[config.mk]
export PLATFORM = sky130hd
export DESIGN_NAME = code_to_num
export DESIGN_NICKNAME = d
export VERILOG_FILES = /design/src/rtl/code_to_num.sv
export SDC_FILE = /design/constraint.sdc
export NUM_CORES = 1
export LEC_CHECK = 0
export ABC_AREA = 1
export BUFFER_PORTS_ARGS = -buffer_cell sky130_fd_sc_hd__buf_2
export CORE_MARGIN = 5
export CORE_UTILIZATION = 35
export CTS_CLUSTER_DIAMETER = 60
export CTS_CLUSTER_SIZE = 20
export DETAILED_ROUTE_END_ITERATION = 8
export PLACE_DENSITY = 0.55
export SLEW_MARGIN = 40
export SYNTH_ARGS = -nofsm -noshare
export SYNTH_HDL_FRONTEND = slang
export SYNTH_SLANG_ARGS = --single-unit
[constraint.sdc]
create_clock -name clk -period 4.8 [get_ports clk]
set_input_delay 1.44 -clock clk [delete_from_list [all_inputs] [get_ports clk]]
set_output_delay 1.44 -clock clk [all_outputs]
set_load 0.01 [all_outputs]
[src/rtl/code_to_num.sv]
// Seven-segment to number converter.
// Takes three packed segment codes (hundreds, tens, units) and decodes them
// one digit per cycle. It produces the binary value (0..999), the BCD digits
// and an error flag. Requests and results use valid/ready handshakes.
module code_to_num #(
  parameter bit IGNORE_DP = 1'b1
) (
  input  logic        clk,
  input  logic        rst,
  input  logic        in_valid,
  output logic        in_ready,
  input  logic [23:0] seg_code,
  output logic        out_valid,
  input  logic        out_ready,
  output logic [9:0]  value,
  output logic [11:0] bcd,
  output logic        err
);

  typedef enum logic [1:0] {
    IDLE = 2'd0,
    DEC  = 2'd1,
    DONE = 2'd2
  } state_t;

  state_t      state;
  state_t      state_nxt;

  logic [23:0] shreg;
  logic [9:0]  acc;
  logic [11:0] bcd_r;
  logic        err_r;
  logic [1:0]  cnt;
  // Every digit decoded so far was a blank, so a further blank is still a leading blank.
  logic        lead;

  logic        accept;
  logic        take_res;
  logic        last_digit;

  logic [5:0]  dec_word;
  logic        dig_ok;
  logic        dig_blank;
  logic [3:0]  dig;
  logic        dig_err;

  // Returns {recognised, blank, digit}. An unknown code gives {0, 0, 0}.
  function automatic logic [5:0] decode_seg(input logic [7:0] code);
    logic [7:0] c;
    c = IGNORE_DP ? {code[7:1], 1'b0} : code;
    case (c)
      8'hfc:   decode_seg = {1'b1, 1'b0, 4'd0};
      8'h60:   decode_seg = {1'b1, 1'b0, 4'd1};
      8'hda:   decode_seg = {1'b1, 1'b0, 4'd2};
      8'hf2:   decode_seg = {1'b1, 1'b0, 4'd3};
      8'h66:   decode_seg = {1'b1, 1'b0, 4'd4};
      8'hb6:   decode_seg = {1'b1, 1'b0, 4'd5};
      8'hbe:   decode_seg = {1'b1, 1'b0, 4'd6};
      8'he0:   decode_seg = {1'b1, 1'b0, 4'd7};
      8'hfe:   decode_seg = {1'b1, 1'b0, 4'd8};
      8'hf6:   decode_seg = {1'b1, 1'b0, 4'd9};
      8'h00:   decode_seg = {1'b1, 1'b1, 4'd0};
      default: decode_seg = {1'b0, 1'b0, 4'd0};
    endcase
  endfunction

  // acc*10 + d built from shifts and adds; the running value never exceeds 99
  // before the last step, so the result always fits in 10 bits.
  function automatic logic [9:0] mul10_add(input logic [9:0] a, input logic [3:0] d);
    mul10_add = {a[6:0], 3'b000} + {a[8:0], 1'b0} + {6'd0, d};
  endfunction

  assign accept     = in_valid && (state == IDLE);
  assign take_res   = out_ready && (state == DONE);
  assign last_digit = (cnt == 2'd2);

  // Decode the digit currently at the top of the shift register.
  always_comb begin
    dec_word  = decode_seg(shreg[23:16]);
    dig_ok    = dec_word[5];
    dig_blank = dec_word[4];
    dig       = dec_word[3:0];
    dig_err   = 1'b0;
    if (!dig_ok) begin
      dig_err = 1'b1;
    end else if (dig_blank && !(lead && !last_digit)) begin
      dig_err = 1'b1;
    end
  end

  // State register; reset takes priority over any transition.
  always_ff @(posedge clk) begin
    if (rst) begin
      state <= IDLE;
    end else begin
      state <= state_nxt;
    end
  end

  // Next-state and handshake outputs.
  always_comb begin
    state_nxt = state;
    in_ready  = 1'b0;
    out_valid = 1'b0;
    case (state)
      IDLE: begin
        in_ready = 1'b1;
        if (in_valid) begin
          state_nxt = DEC;
        end
      end
      DEC: begin
        if (last_digit) begin
          state_nxt = DONE;
        end
      end
      DONE: begin
        out_valid = 1'b1;
        if (out_ready) begin
          state_nxt = IDLE;
        end
      end
      default: begin
        state_nxt = IDLE;
      end
    endcase
  end

  // Capture the request, then do one digit per DEC cycle (hundreds first).
  always_ff @(posedge clk) begin
    if (rst) begin
      shreg <= 24'd0;
      acc   <= 10'd0;
      bcd_r <= 12'd0;
      err_r <= 1'b0;
      cnt   <= 2'd0;
      lead  <= 1'b1;
    end else if (accept) begin
      shreg <= seg_code;
      acc   <= 10'd0;
      bcd_r <= 12'd0;
      err_r <= 1'b0;
      cnt   <= 2'd0;
      lead  <= 1'b1;
    end else if (state == DEC) begin
      shreg <= {shreg[15:0], 8'h00};
      acc   <= mul10_add(acc, dig);
      bcd_r <= {bcd_r[7:0], dig};
      err_r <= err_r | dig_err;
      cnt   <= cnt + 2'd1;
      lead  <= lead & dig_ok & dig_blank;
    end
  end

  assign value = acc;
  assign bcd   = bcd_r;
  assign err   = err_r;

  // Results only move while decoding; nothing can change them in DONE.
  logic unused_ok;
  assign unused_ok = take_res;

endmodule

==> results.json <==
{
  "tns_ps": 0,
  "hold_viol_final": 0,
  "grt.total_usage": 0.1263,
  "cts_num_sinks": 48,
  "finalInstanceArea_um2": 2834,
  "clockPowerShare": 0.290,
  "nets": 432,
  "via_per_inst": 4.495,
  "drive_gt1_frac": 0.1757,
  "irDropWorstVdd_v": 0.0001072,
  "setup.worst_path.start": "shreg[18]",
  "initial_utilization": 0.3625,
  "place.gp.congestion": 0.8112,
  "clk_latency_ps": 290,
  "syn-instance-count": 345,
  "ios": 53,
  "reg2reg_to": "value[8]",
  "placed_cell_area_um2": 2756,
  "cts_buffers": 5,
  "relSlewSlack": 0.6557,
  "p_switching_uw": 222.9,
  "cts_resized": 0,
  "die_w_um": 94.11,
  "leakage_nw": 1.374,
  "r2r_slack_ps": 2240,
  "root_buffer": "clkbuf_8",
  "tritoncts": "done",
  "cp-start-kind": "register",
  "clockBufferDepth": 2,
  "required_ps": 5000,
  "die_h_um": 94.11,
  "skew_ps": 3.156,
  "synth_top_area_cell": "dfxtp_1",
  "fin_crit_ps": 2563,
  "grt_pass1_wl_um": 9177,
  "synth_area_leaders": "dfxtp_1, nand2_1, ha_1",
  "setup_viol": 0,
  "synth_area_per_cell_um2": 7.177,
  "synth_nets": 390,
  "drc_errors": 0,
  "cts_setup_buffers": 0,
  "yosysWarnings": 0,
  "drt-pass1-iter-count": 5,
  "final_common_cell": "nand2_1",
  "fin_crit_sh": 0.5339,
  "yosys_register_bits": 48,
  "rsz0062_at_grt": "no",
  "grt-ovfl-total": 0,
  "postRouteWirelength_um": 5331,
  "cts-htree-levels": 2,
  "drt_iter0_drc": 93,
  "min_path_type": "reg -> reg",
  "core_um2": 6832,
  "hpwl_um": 3802,
  "swShare": 0.2843,
  "wl_per_cell_um": 11.04,
  "grt_pass1_vias": 2019,
  "max_freq_ghz": 0.3902,
  "worstPathMaxFanout": 5,
  "cell_internal_pwr_uw": 561.2,
  "synthesis.area_um2": 2476,
  "p_per_area_nw_per_um2": 276.7,
  "rows": 30,
  "grt_max_degree": 45,
  "post-place-ws_ps": 2193,
  "detail-route-antenna-nets": 0,
  "ctsHoldBuffers": 0,
  "cp-end-kind": "register",
  "synth.top_cell.area_share": 0.3881,
  "layout_common_cells": "nand2_1, buf_2, dfxtp_1",
  "seqPwrFrac": 0.553,
  "synth-seq-area-share": 0.3881,
  "p_comb_frac": 0.156,
  "diodes": 0,
  "rr_startpoint": "shreg[18]",
  "tightest_slew_ps": 516.5,
  "ff2ff_path_depth": 15,
  "fin_ws_ps": 2237,
  "maxCapViolations": 0,
  "clk_pin_slew_ps": 80,
  "dieArea_um2": 8857,
  "antenna_found_initial": 0,
  "status": "finished clean",
  "vias": 2171,
  "finalMaxSlewViolations": 0,
  "arrival_ps": 2760,
  "portBuffers": 49,
  "ys_types": 30,
  "path_class": "reg -> reg",
  "synthToLayoutAreaGrowth_pct": 14.45,
  "crit_end": "value[8]"
}
-- synth_stat cells (all sizes together) --
master and instances:
a31oi 16, xnor2 2, fa 2, nand3 8, o21ai 13, dfxtp 48, nor2 32, buf 12
nand4 1, a21o 1, xor2 3, ha 15, nand3b 2, a21oi 28, clkbuf 3, nand2 119
nor3 3, inv 35, a21boi 1, o31ai 1
-- logic make-up after synthesis --
family,after synthesis,share of synthesized area
simple gates,165,0.2754
compound gates,60,0.1354
buf+inv,50,0.09146
flops,48,0.3881
fa+ha+maj,17,0.09197
xor+xnor,5,0.01769
-- stage by stage --
stage / utilization / hold slack, ps / cells / power (mW)
floorplan: - / 436.4 / 345 / 0.5360
global placement: 0.4035 / 440.1 / 476 / 0.5669
detailed placement: 0.4035 / 444.9 / 476 / 0.5686
CTS: 0.4148 / 459.2 / 483 / 0.7975
global route: 0.4148 / 484.4 / 483 / 0.8344
finish: 0.4148 / 455.7 / 483 / 0.7842
-- routing by layer --
| metal | part of all wire | vias up | global-route usage |
|---|---|---|---|
| met3 | 0.053 | 4 | 0.03125 |
| met5 | 0 | - | 0 |
| met1 | 0.49 | 933 | 0.1637 |
| met2 | 0.44 | 47 | 0.2088 |
| li1 | - | 1187 | - |
| met4 | 0.0099 | 0 | 0.03249 |
-- worst max-delay path, stage by stage, from the launching register on --
cell,delay (ps)
dfxtp_1,400
nand2_1,100
nor2_1,90
nand3_1,140
nor2_1,120
inv_1,70
nand3_1,130
ha_1,250
ha_1,220
fa_1,430
nand4_1,120
nand3_1,80
a21oi_1,120
o21ai_0,100
nand2_1,70
inv_1,30
-- how the worst min path moves through the flow --
| stage | start | endpoint | slack (ps) | cells past startpoint |
|---|---|---|---|---|
| after floorplan | lead | lead | 440 | 2 |
| after global placement | err | err | 440 | 2 |
| after detailed placement | err | err | 440 | 2 |
| after CTS | err | err | 460 | 2 |
| after global routing | shreg[2] | shreg[2] | 480 | 2 |
| final | err | err | 460 | 2 |
-- power by group through the flow --
stage | clock network, mW | logic [mW] | registers, mW
global route | 0.256 | 0.141 | 0.438
CTS | 0.238 | 0.125 | 0.434
global placement | 0 | 0.124 | 0.443
finish | 0.228 | 0.123 | 0.434
detailed placement | 0 | 0.125 | 0.444
floorplan | 0 | 0.0932 | 0.443
-- layout make-up --
cell class / count / area, um^2
clock buffer: 6 / 72.57
clock inverter: 1 / 5.005
fill: 753 / 3998
inverter: 35 / 133.9
multi-input combinational: 247 / 1289
sequential: 48 / 960.9
tap: 96 / 120.1
timing repair buffer: 50 / 252.7
-- sequential cells by signal, indices dropped and copies added, names as in the netlist --
register,flops
value,10
err,1
cnt,2
state,2
lead,1
bcd,11
shreg,21
(Power assumes the default switching activity.)
